`src/rtl/cpu_pkg.sv`:
```
// ---------------------------------------------------------------------------
// cpu_pkg -- shared definitions for the program loader.
//   ADDR_W / WORD_W / BYTE_W : instruction-memory address, word and byte widths
//   state_t                  : loader FSM state encoding
//   POST_PAYLOAD             : state entered once the last data word is in
// Optional feature macro: PROG_LOADER_CHKSUM_EN (adds the CHK state).
// ---------------------------------------------------------------------------
package cpu_pkg;

    localparam int ADDR_W = 12;
    localparam int WORD_W = 16;
    localparam int BYTE_W = 8;

`ifdef PROG_LOADER_CHKSUM_EN
    typedef enum logic [2:0] {
        IDLE   = 3'd0,
        LEN_HI = 3'd1,
        LEN_LO = 3'd2,
        DAT_HI = 3'd3,
        DAT_LO = 3'd4,
        CHK    = 3'd5,
        RUN    = 3'd6,
        ERR    = 3'd7
    } state_t;

    // The checksum byte follows the payload.
    localparam state_t POST_PAYLOAD = CHK;
`else
    typedef enum logic [2:0] {
        IDLE   = 3'd0,
        LEN_HI = 3'd1,
        LEN_LO = 3'd2,
        DAT_HI = 3'd3,
        DAT_LO = 3'd4,
        RUN    = 3'd6,
        ERR    = 3'd7
    } state_t;

    // The stream ends with the last data byte.
    localparam state_t POST_PAYLOAD = RUN;
`endif

endpackage

```
`src/rtl/byte_pair.sv`:
```
// ---------------------------------------------------------------------------
// byte_pair -- assembles a big-endian byte pair into one 16-bit word.
//   clk, rst   : clock, synchronous active-high reset
//   hi_valid   : byte_data is the high byte of the next word
//   lo_valid   : byte_data is the low byte; completes the word
//   byte_data  : incoming byte
//   word       : last assembled word, held until the next lo_valid
//   word_valid : one-cycle pulse in the cycle after lo_valid
// ---------------------------------------------------------------------------
module byte_pair
    import cpu_pkg::*;
(
    input  logic              clk,
    input  logic              rst,
    input  logic              hi_valid,
    input  logic              lo_valid,
    input  logic [BYTE_W-1:0] byte_data,
    output logic [WORD_W-1:0] word,
    output logic              word_valid
);

    logic [BYTE_W-1:0] hi_reg;
    logic [WORD_W-1:0] word_reg;
    logic              word_valid_reg;

    always_ff @(posedge clk) begin
        if (rst) begin
            hi_reg         <= '0;
            word_reg       <= '0;
            word_valid_reg <= 1'b0;
        end else begin
            word_valid_reg <= lo_valid;
            if (hi_valid) begin
                hi_reg <= byte_data;
            end
            // word only moves when a new pair completes, so it stays stable
            // while word_valid is low.
            if (lo_valid) begin
                word_reg <= {hi_reg, byte_data};
            end
        end
    end

    assign word       = word_reg;
    assign word_valid = word_valid_reg;

endmodule

```
`src/rtl/prog_loader.sv`:
```
// ---------------------------------------------------------------------------
// prog_loader -- loads a program image from a byte stream into the CPU
// instruction memory, then enables the CPU.
// Stream: len_hi, len_lo, then per word hi byte, lo byte (big-endian);
// length is 12 bits {len_hi[3:0], len_lo}, len_hi[7:4] must be zero.
// With PROG_LOADER_CHKSUM_EN defined, one extra byte follows the payload and
// must equal the XOR of all length and data bytes.
//   clk, rst               : clock, synchronous active-high reset
//   start                  : one-cycle pulse, begins a load (IDLE/RUN/ERR)
//   byte_valid, byte_data  : incoming byte stream
//   byte_ready             : loader accepts a byte this cycle
//   we_IM, codein, immd    : instruction-memory write strobe, data, address
//   en                     : CPU run enable
//   busy, done, err        : status
// ---------------------------------------------------------------------------
module prog_loader
    import cpu_pkg::*;
(
    input  logic              clk,
    input  logic              rst,
    input  logic              start,
    input  logic              byte_valid,
    input  logic [BYTE_W-1:0] byte_data,
    output logic              byte_ready,
    output logic              we_IM,
    output logic [WORD_W-1:0] codein,
    output logic [ADDR_W-1:0] immd,
    output logic              en,
    output logic              busy,
    output logic              done,
    output logic              err
);

    state_t                  state_reg, state_next;
    logic [ADDR_W-BYTE_W-1:0] len_hi_reg;
    logic [ADDR_W-1:0]       words_left_reg;
    logic [ADDR_W-1:0]       wr_addr_reg;
    logic [ADDR_W-1:0]       immd_reg;
    logic                    en_reg;

    logic                    accept;
    logic                    hi_take;
    logic                    lo_take;
    logic                    start_load;
    logic [ADDR_W-1:0]       len_full;

`ifdef PROG_LOADER_CHKSUM_EN
    logic [BYTE_W-1:0]       chk_reg;
`endif

    assign accept     = byte_valid && byte_ready;
    assign len_full   = {len_hi_reg, byte_data};
    assign start_load = start && (state_reg == IDLE || state_reg == RUN ||
                                  state_reg == ERR);

    // ---------------- next state / combinational outputs ----------------
    always_comb begin
        state_next = state_reg;
        hi_take    = 1'b0;
        lo_take    = 1'b0;
        byte_ready = 1'b0;
        busy       = 1'b0;
        done       = 1'b0;
        err        = 1'b0;

        case (state_reg)
            IDLE: begin
                if (start) state_next = LEN_HI;
            end
            LEN_HI: begin
                byte_ready = 1'b1;
                busy       = 1'b1;
                if (accept) begin
                    state_next = (byte_data[BYTE_W-1:ADDR_W-BYTE_W] != '0) ? ERR : LEN_LO;
                end
            end
            LEN_LO: begin
                byte_ready = 1'b1;
                busy       = 1'b1;
                if (accept) begin
                    state_next = (len_full == '0) ? POST_PAYLOAD : DAT_HI;
                end
            end
            DAT_HI: begin
                byte_ready = 1'b1;
                busy       = 1'b1;
                if (accept) begin
                    hi_take    = 1'b1;
                    state_next = DAT_LO;
                end
            end
            DAT_LO: begin
                byte_ready = 1'b1;
                busy       = 1'b1;
                if (accept) begin
                    lo_take    = 1'b1;
                    state_next = (words_left_reg == ADDR_W'(1)) ? POST_PAYLOAD : DAT_HI;
                end
            end
`ifdef PROG_LOADER_CHKSUM_EN
            CHK: begin
                byte_ready = 1'b1;
                busy       = 1'b1;
                if (accept) begin
                    state_next = (byte_data == chk_reg) ? RUN : ERR;
                end
            end
`endif
            RUN: begin
                done = 1'b1;
                if (start) state_next = LEN_HI;
            end
            ERR: begin
                err = 1'b1;
                if (start) state_next = LEN_HI;
            end
            default: state_next = IDLE;
        endcase
    end

    // ---------------- state, counters and registered outputs ----------------
    always_ff @(posedge clk) begin
        if (rst) begin
            state_reg      <= IDLE;
            len_hi_reg     <= '0;
            words_left_reg <= '0;
            wr_addr_reg    <= '0;
            immd_reg       <= '0;
            en_reg         <= 1'b0;
        end else begin
            state_reg <= state_next;
            // en follows RUN one cycle late so it never coincides with the
            // final write, and drops as soon as a reload is requested.
            en_reg    <= (state_reg == RUN) && (state_next == RUN);

            if (start_load) begin
                wr_addr_reg <= '0;
            end
            if (accept && state_reg == LEN_HI) begin
                len_hi_reg <= byte_data[ADDR_W-BYTE_W-1:0];
            end
            if (accept && state_reg == LEN_LO) begin
                words_left_reg <= len_full;
            end
            if (lo_take) begin
                // The address is latched with the pair; the write strobe
                // from byte_pair appears in the following cycle.
                immd_reg       <= wr_addr_reg;
                wr_addr_reg    <= wr_addr_reg + ADDR_W'(1);
                words_left_reg <= words_left_reg - ADDR_W'(1);
            end
        end
    end

`ifdef PROG_LOADER_CHKSUM_EN
    always_ff @(posedge clk) begin
        if (rst) begin
            chk_reg <= '0;
        end else if (start_load) begin
            chk_reg <= '0;
        end else if (accept && state_reg != CHK) begin
            chk_reg <= chk_reg ^ byte_data;
        end
    end
`endif

    byte_pair u_byte_pair (
        .clk        (clk),
        .rst        (rst),
        .hi_valid   (hi_take),
        .lo_valid   (lo_take),
        .byte_data  (byte_data),
        .word       (codein),
        .word_valid (we_IM)
    );

    assign immd = immd_reg;
    assign en   = en_reg;

endmodule

```
`config.mk`:
```
export PLATFORM = sky130hd
export DESIGN_NAME = prog_loader
export DESIGN_NICKNAME = d
export VERILOG_FILES = /design/src/rtl/cpu_pkg.sv /design/src/rtl/byte_pair.sv /design/src/rtl/prog_loader.sv
export SDC_FILE = /design/constraint.sdc
export NUM_CORES = 1
export LEC_CHECK = 0
export BUFFER_PORTS_ARGS = -buffer_cell sky130_fd_sc_hd__buf_4
export CAP_MARGIN = 30
export CORE_UTILIZATION = 60
export CTS_BUF_LIST = sky130_fd_sc_hd__clkbuf_16
export CTS_CLUSTER_SIZE = 24
export DETAILED_ROUTE_END_ITERATION = 12
export PLACE_DENSITY = 0.82
export SLEW_MARGIN = 20
export SYNTH_ARGS = -nofsm -noshare
export SYNTH_HDL_FRONTEND = slang
export SYNTH_SLANG_ARGS = --single-unit
```
`constraint.sdc`:
```
create_clock -name clk -period 3.95 [get_ports clk]
set_clock_uncertainty 0.2 [all_clocks]
set_input_delay 0.79 -clock clk [delete_from_list [all_inputs] [get_ports clk]]
set_output_delay 0.79 -clock clk [all_outputs]
set_load 0.01 [all_outputs]
```
Word level (Yosys, flattened, before mapping)
Cells that the tools add are included.

operators by class
  $add $sub $neg = 2
  reductions and logical operators = 14
  mux-type cells = 19
  eq/ne operators = 8

operators by type and width
  operator               count
  $mux 12                4
  $mux 3                 8
  $pmux 3 s5             1
  $add 12x1->12 const B  1
  $eq 12x1->1 const B    1
  $eq 3x3->1 const B     4
  $logic_not 12->1       1
  $sub 12x1->12 const B  1
  $eq 3x2->1 const B     2
  $mux 1                 6
  $logic_and 1x1->1      5
  $reduce_bool 2->1      2
  $reduce_bool 4->1      1
  $reduce_or 4->1        1
  $eq 3x1->1 const B     1
  $logic_not 3->1        1
  $reduce_or 3->1        1
  $logic_or 1x1->1       2

storage, ports and cells
  bits in registers = 69
  input bits = 12
  word-level logic and storage cells = 52

Logic depth before layout (Yosys ltp)
  depth after elaboration = 8
  depth in mapped cells = 7
  mapped depth without buffers = 5

Hierarchy
Synthesis repeated with hierarchy kept, for this count alone.

second synthesis, totals
  cells, all modules = 351
  area total of the unflattened synthesis = 3089.2 sq um

modules (own cells, without submodules)
  module       cells each  area an instance (sq um)  instances
  prog_loader  271         2198.4                    1
  byte_pair    80          890.9                     1

Worst setup path after synthesis
Ideal clock, no wire load.

  kind = input to register
  start point = in byte_valid
  end point = reg words_left_reg[0]
  setup slack = 1793 ps
  stages = 7
  arrival = 1829 ps
  setup time = 128 ps
  path through = buf_2 and4bb_1 buf_4 buf_2 nor2_1 a221oi_1 nor2_1

on the way
  cells in the longest elaborated chain, start to end = 4

ends and longest elaborated chain
  what                                          RTL line            text
  from (decl)                                   prog_loader.sv:22   input logic byte_valid,
  $logic_and 1x1->1 (*)                         prog_loader.sv:51   assign accept = byte_valid && byte_ready;
  $mux 1                                        prog_loader.sv:95   if (accept) begin
  $mux 1                                        prog_loader.sv:66   case (state_reg)
  $mux 12 or $reduce_bool 2->1 (tied branches)  -
  to (signal assigned)                          prog_loader.sv:143  words_left_reg <= len_full;
  to (signal assigned)                          prog_loader.sv:150  words_left_reg <= words_left_reg - ADDR_W'(1);
  to (decl)                                     prog_loader.sv:36   logic [ADDR_W-1:0] words_left_reg;

Every way passes the cells marked *; elsewhere a longest branch is shown, timed or not.
A chain may end at the register's enable or synchronous reset.

Worst setup path in the final report
  start point = reg state_reg[1]
  end point = out busy

on the way
  cells in the longest elaborated chain, start to end = 3

ends and longest elaborated chain
  what                                      RTL line            text
  from (decl)                               prog_loader.sv:34   state_t state_reg, state_next;
  from (signal assigned)                    prog_loader.sv:131  state_reg <= state_next;
  $eq 3x1->1, or another cell as far along  prog_loader.sv:66
  $reduce_or 4->1 (no line) (*)             -
  $mux 1 (*)                                prog_loader.sv:66
  to (decl)                                 prog_loader.sv:29   output logic busy,

Marks and branches as above.

==> metrics.md <==
| Metric | Value |
|---|---|
| Iter 0 DRT Violations | `~280` |
| Cell taking the most area after synthesis | `dfxtp_1` |
| WHS | `around 0.25 ns` |
| Post-layout min period | `2.50 ns` |
| Pin count of the biggest net entering global routing | `67` |
| Ranking of synthesized cells by area | `dfxtp_1, nand2_1, a21oi_1, nor2_1, nand3_1` |
| Area Overhead vs Synth | `21.8%` |
| Die Wd | `72.7 µm` |
| Setup crit end kind | `primary output` |
| Post-synthesis mux area share | `under 10%` |
| Setup bufs post-CTS | `0` |
| Main combinational cell family by area after synthesis | `simple AND/OR/NAND/NOR gates` |
| Post-Syn Area | `between 0.002 and 0.003 mm²` |
| Arr. time, crit path | `roughly 1.5 ns` |
| Worst VDD drop | `around 330 µV` |
| Relative slew slack | `between 50% and 60%` |
| Synth Flop Type | `dfxtp_1` |
| Total Routing Usage GR | `28.4%` |
| Post-synth EDFFs | `0` |
| HP Class | `flop to flop` |
| Top-area cell type share of the netlist area | `46.1%` |
| Post_cts resized | `0` |
| Cts bufs inserted | `9` |
| DP Wirelength | `4440 µm` |
| Final slew viol count | `0` |
| Seq pwr share | `42.5%` |
| Sink Count | `69` |
| Yosys warnings | `0` |
| Final setup viols | `0` |
| Kind of critical path | `flop to primary output` |
| Synthesized flop and latch total | `a little under 70` |
| Fin Setup TNS | `0 ns` |
| Clock Path Buffers | `2` |
| Mean Syn Cell Area | `roughly 8 µm²` |
| Combinational power share | `10.6%` |
| Number of global-route vias before repair | `2400` |
| First-pass GRT wire length | `~11000 µm` |
| CP required | `just under 3 ns` |
| Total power | `1.77 mW` |
| CORE AREA | `0.00475 mm²` |
| Routed Antenna Nets | `0` |
| Root buffer cell | `clkbuf_16` |
| Vias per inst | `a little under 6` |
| Initial Util | `between 60% and 70%` |
| Worst-margin pin slew | `0.707 ns` |
| Max_cap viols | `0` |
| Critical Path Fanout Max | `20` |
| Via count | `between 2000 and 3000` |
| Leak pwr | `roughly 1.3 nW` |
| Die Footprint | `roughly 0.0053 mm²` |
| Clock Power Share | `about 47%` |
| Synth cell types | `47` |
| Syn Inst Count | `377` |
| Final hold vios | `0` |
| Number of flip-flops in the largest register | `16` |
| DRC violations left | `0` |
| Average wire per standard cell | `between 10 and 15 µm` |
| PwrDens | `about 480 mW/mm²` |
| Simple-gate portion of the synthesized area | `between 20% and 30%` |
| Switching power total | `around 430 µW` |
| Post-Route WL | `around 7100 µm` |
| FP Rows | `25` |
| Status | `completed` |
| Post-synth ARST share | `0%` |
| I/O Pins | `between 40 and 50` |
| Startpoint Class | `flop` |
| Share of layout cells above drive strength 1 | `17.3%` |
| Fillers | `364` |
| Hold buffers post-CTS | `0` |
| Initial antenna violation count | `0` |
| Fmax | `0.401 GHz` |
| Post-synthesis net count | `392` |
| Crit share post-route | `63.2%` |
| Nets | `approximately 430` |
| Synth Area in Compound Gates | `between 10% and 20%` |
| Overflow after GRT | `0` |
| Unrepaired setup endpoints after global routing | `no` |
| Die Ht | `72.7 µm` |
| Internal power | `about 1.3 mW` |
| # diodes | `0` |
| Post-synthesis xor/xnor area fraction | `0%` |
| CTS tree | `done` |
| Clock slew at reported path FFs | `0.06 ns` |
| Sw Share | `between 20% and 30%` |
| CTS H-tree lvls | `3` |
| Clock Latency Late Sink | `~0.33 ns` |
| Initial DRT Pass Iterations | `5` |
| Global placement routability congestion | `0.789` |
| Seq/Total Area, Yosys | `around 46%` |
| Post-Synth Adder-Cell Area | `between 1 and 1.5%` |
| IO Port Bufs | `45` |
## metrics by stage
step | cell area, µm² | util, % | instances | setup WS, ns
2_1_floorplan | 3000 | - | 377 | 1.79
3_3_place_gp | 3330 | 70.1 | 467 | 1.24
3_5_place_dp | 3330 | 70.1 | 467 | 1.19
4_1_cts | 3640 | 76.6 | 483 | 1.48
5_1_grt | 3650 | 76.8 | 484 | 1.31
6_report | 3650 | 76.8 | 484 | 1.45
## final timing paths
kind | startpoint | end | slack (ns) | cells past startpoint
max | state_reg[1] | busy | 1.45 | 3
max reg2reg | state_reg[1] | words_left_reg[7] | 1.76 | 5
min | u_byte_pair.word[12] | u_byte_pair.word[12] | 0.25 | 2
min reg2reg | u_byte_pair.word[12] | u_byte_pair.word[12] | 0.25 | 2
## worst max-delay path, stage by stage, from the launching register on
cell and delay [ns]:
dfxtp_1 0.67, nor3_1 0.13, nor2_1 0.21, buf_4 0.16
## per-layer routing
metal  vias up  track usage [%]  part of all wire, %
met5         -                0                    0
met1      1327             37.2                   43
li1       1392                -                    -
met2       107             44.8                   48
met4         0             14.4                  2.3
met3        16             5.66                  6.1
## area by class of cell
cell class	instances	area (µm²)	share of cell area [%]
clock inverters	7	83.8	2.29
multi-input cells	276	1470	40.3
flip-flops and latches	69	1380	37.8
inverters	5	18.8	0.514
well taps	67	83.8	2.29
repair buffers	51	387	10.6
clock buffers	9	225	6.16
## cells in the final DEF (no fill, tap or decap), drive strengths merged, types with 2 or more instances in the layout
cell type / n
a31oi: 9
o211ai: 5
inv: 8
nor2: 27
or3: 6
clkinv: 2
and4bb: 2
nor3: 8
nand2b: 2
clkbuf: 9
a21oi: 54
a221oi: 2
ha: 3
or2: 4
nor4: 3
and4: 2
o21ai: 4
nand3: 14
bufinv: 2
o311ai: 3
mux2i: 5
and2: 2
nand4bb: 2
dfxtp: 69
buf: 51
a311oi: 2
and3: 2
nand2: 94
mux2: 2
nand4: 5
## cells by family after synthesis
family	after synthesis
buffers and inverters	32
and+or+nand+nor	176
DFF	69
muxes	7
adders and majority gates	3
AOI/OAI and AO/OA	90
## power groups by stage
stage | logic [mW] | clock network [mW] | registers [mW]
finish | 0.188 | 0.831 | 0.752
global route | 0.207 | 0.876 | 0.757
CTS | 0.186 | 0.835 | 0.751
global placement | 0.179 | 0 | 0.764
detailed placement | 0.182 | 0 | 0.766
floorplan | 0.153 | 0 | 0.747
## synthesized netlist by cell type (4+ instances only)
| library cell | number |
|---|---|
| buf_4 | 4 |
| or3_1 | 6 |
| o21ai_0 | 4 |
| dfxtp_1 | 69 |
| nand3_1 | 14 |
| inv_1 | 5 |
| nand4_1 | 5 |
| nand2_1 | 94 |
| mux2i_1 | 5 |
| nor3_1 | 8 |
| or2_2 | 4 |
| a31oi_1 | 9 |
| o211ai_1 | 5 |
| nor2_1 | 27 |
| a21oi_1 | 54 |
| clkbuf_1 | 16 |
| buf_2 | 7 |
Note: power is estimated with default switching activity, not from simulation.
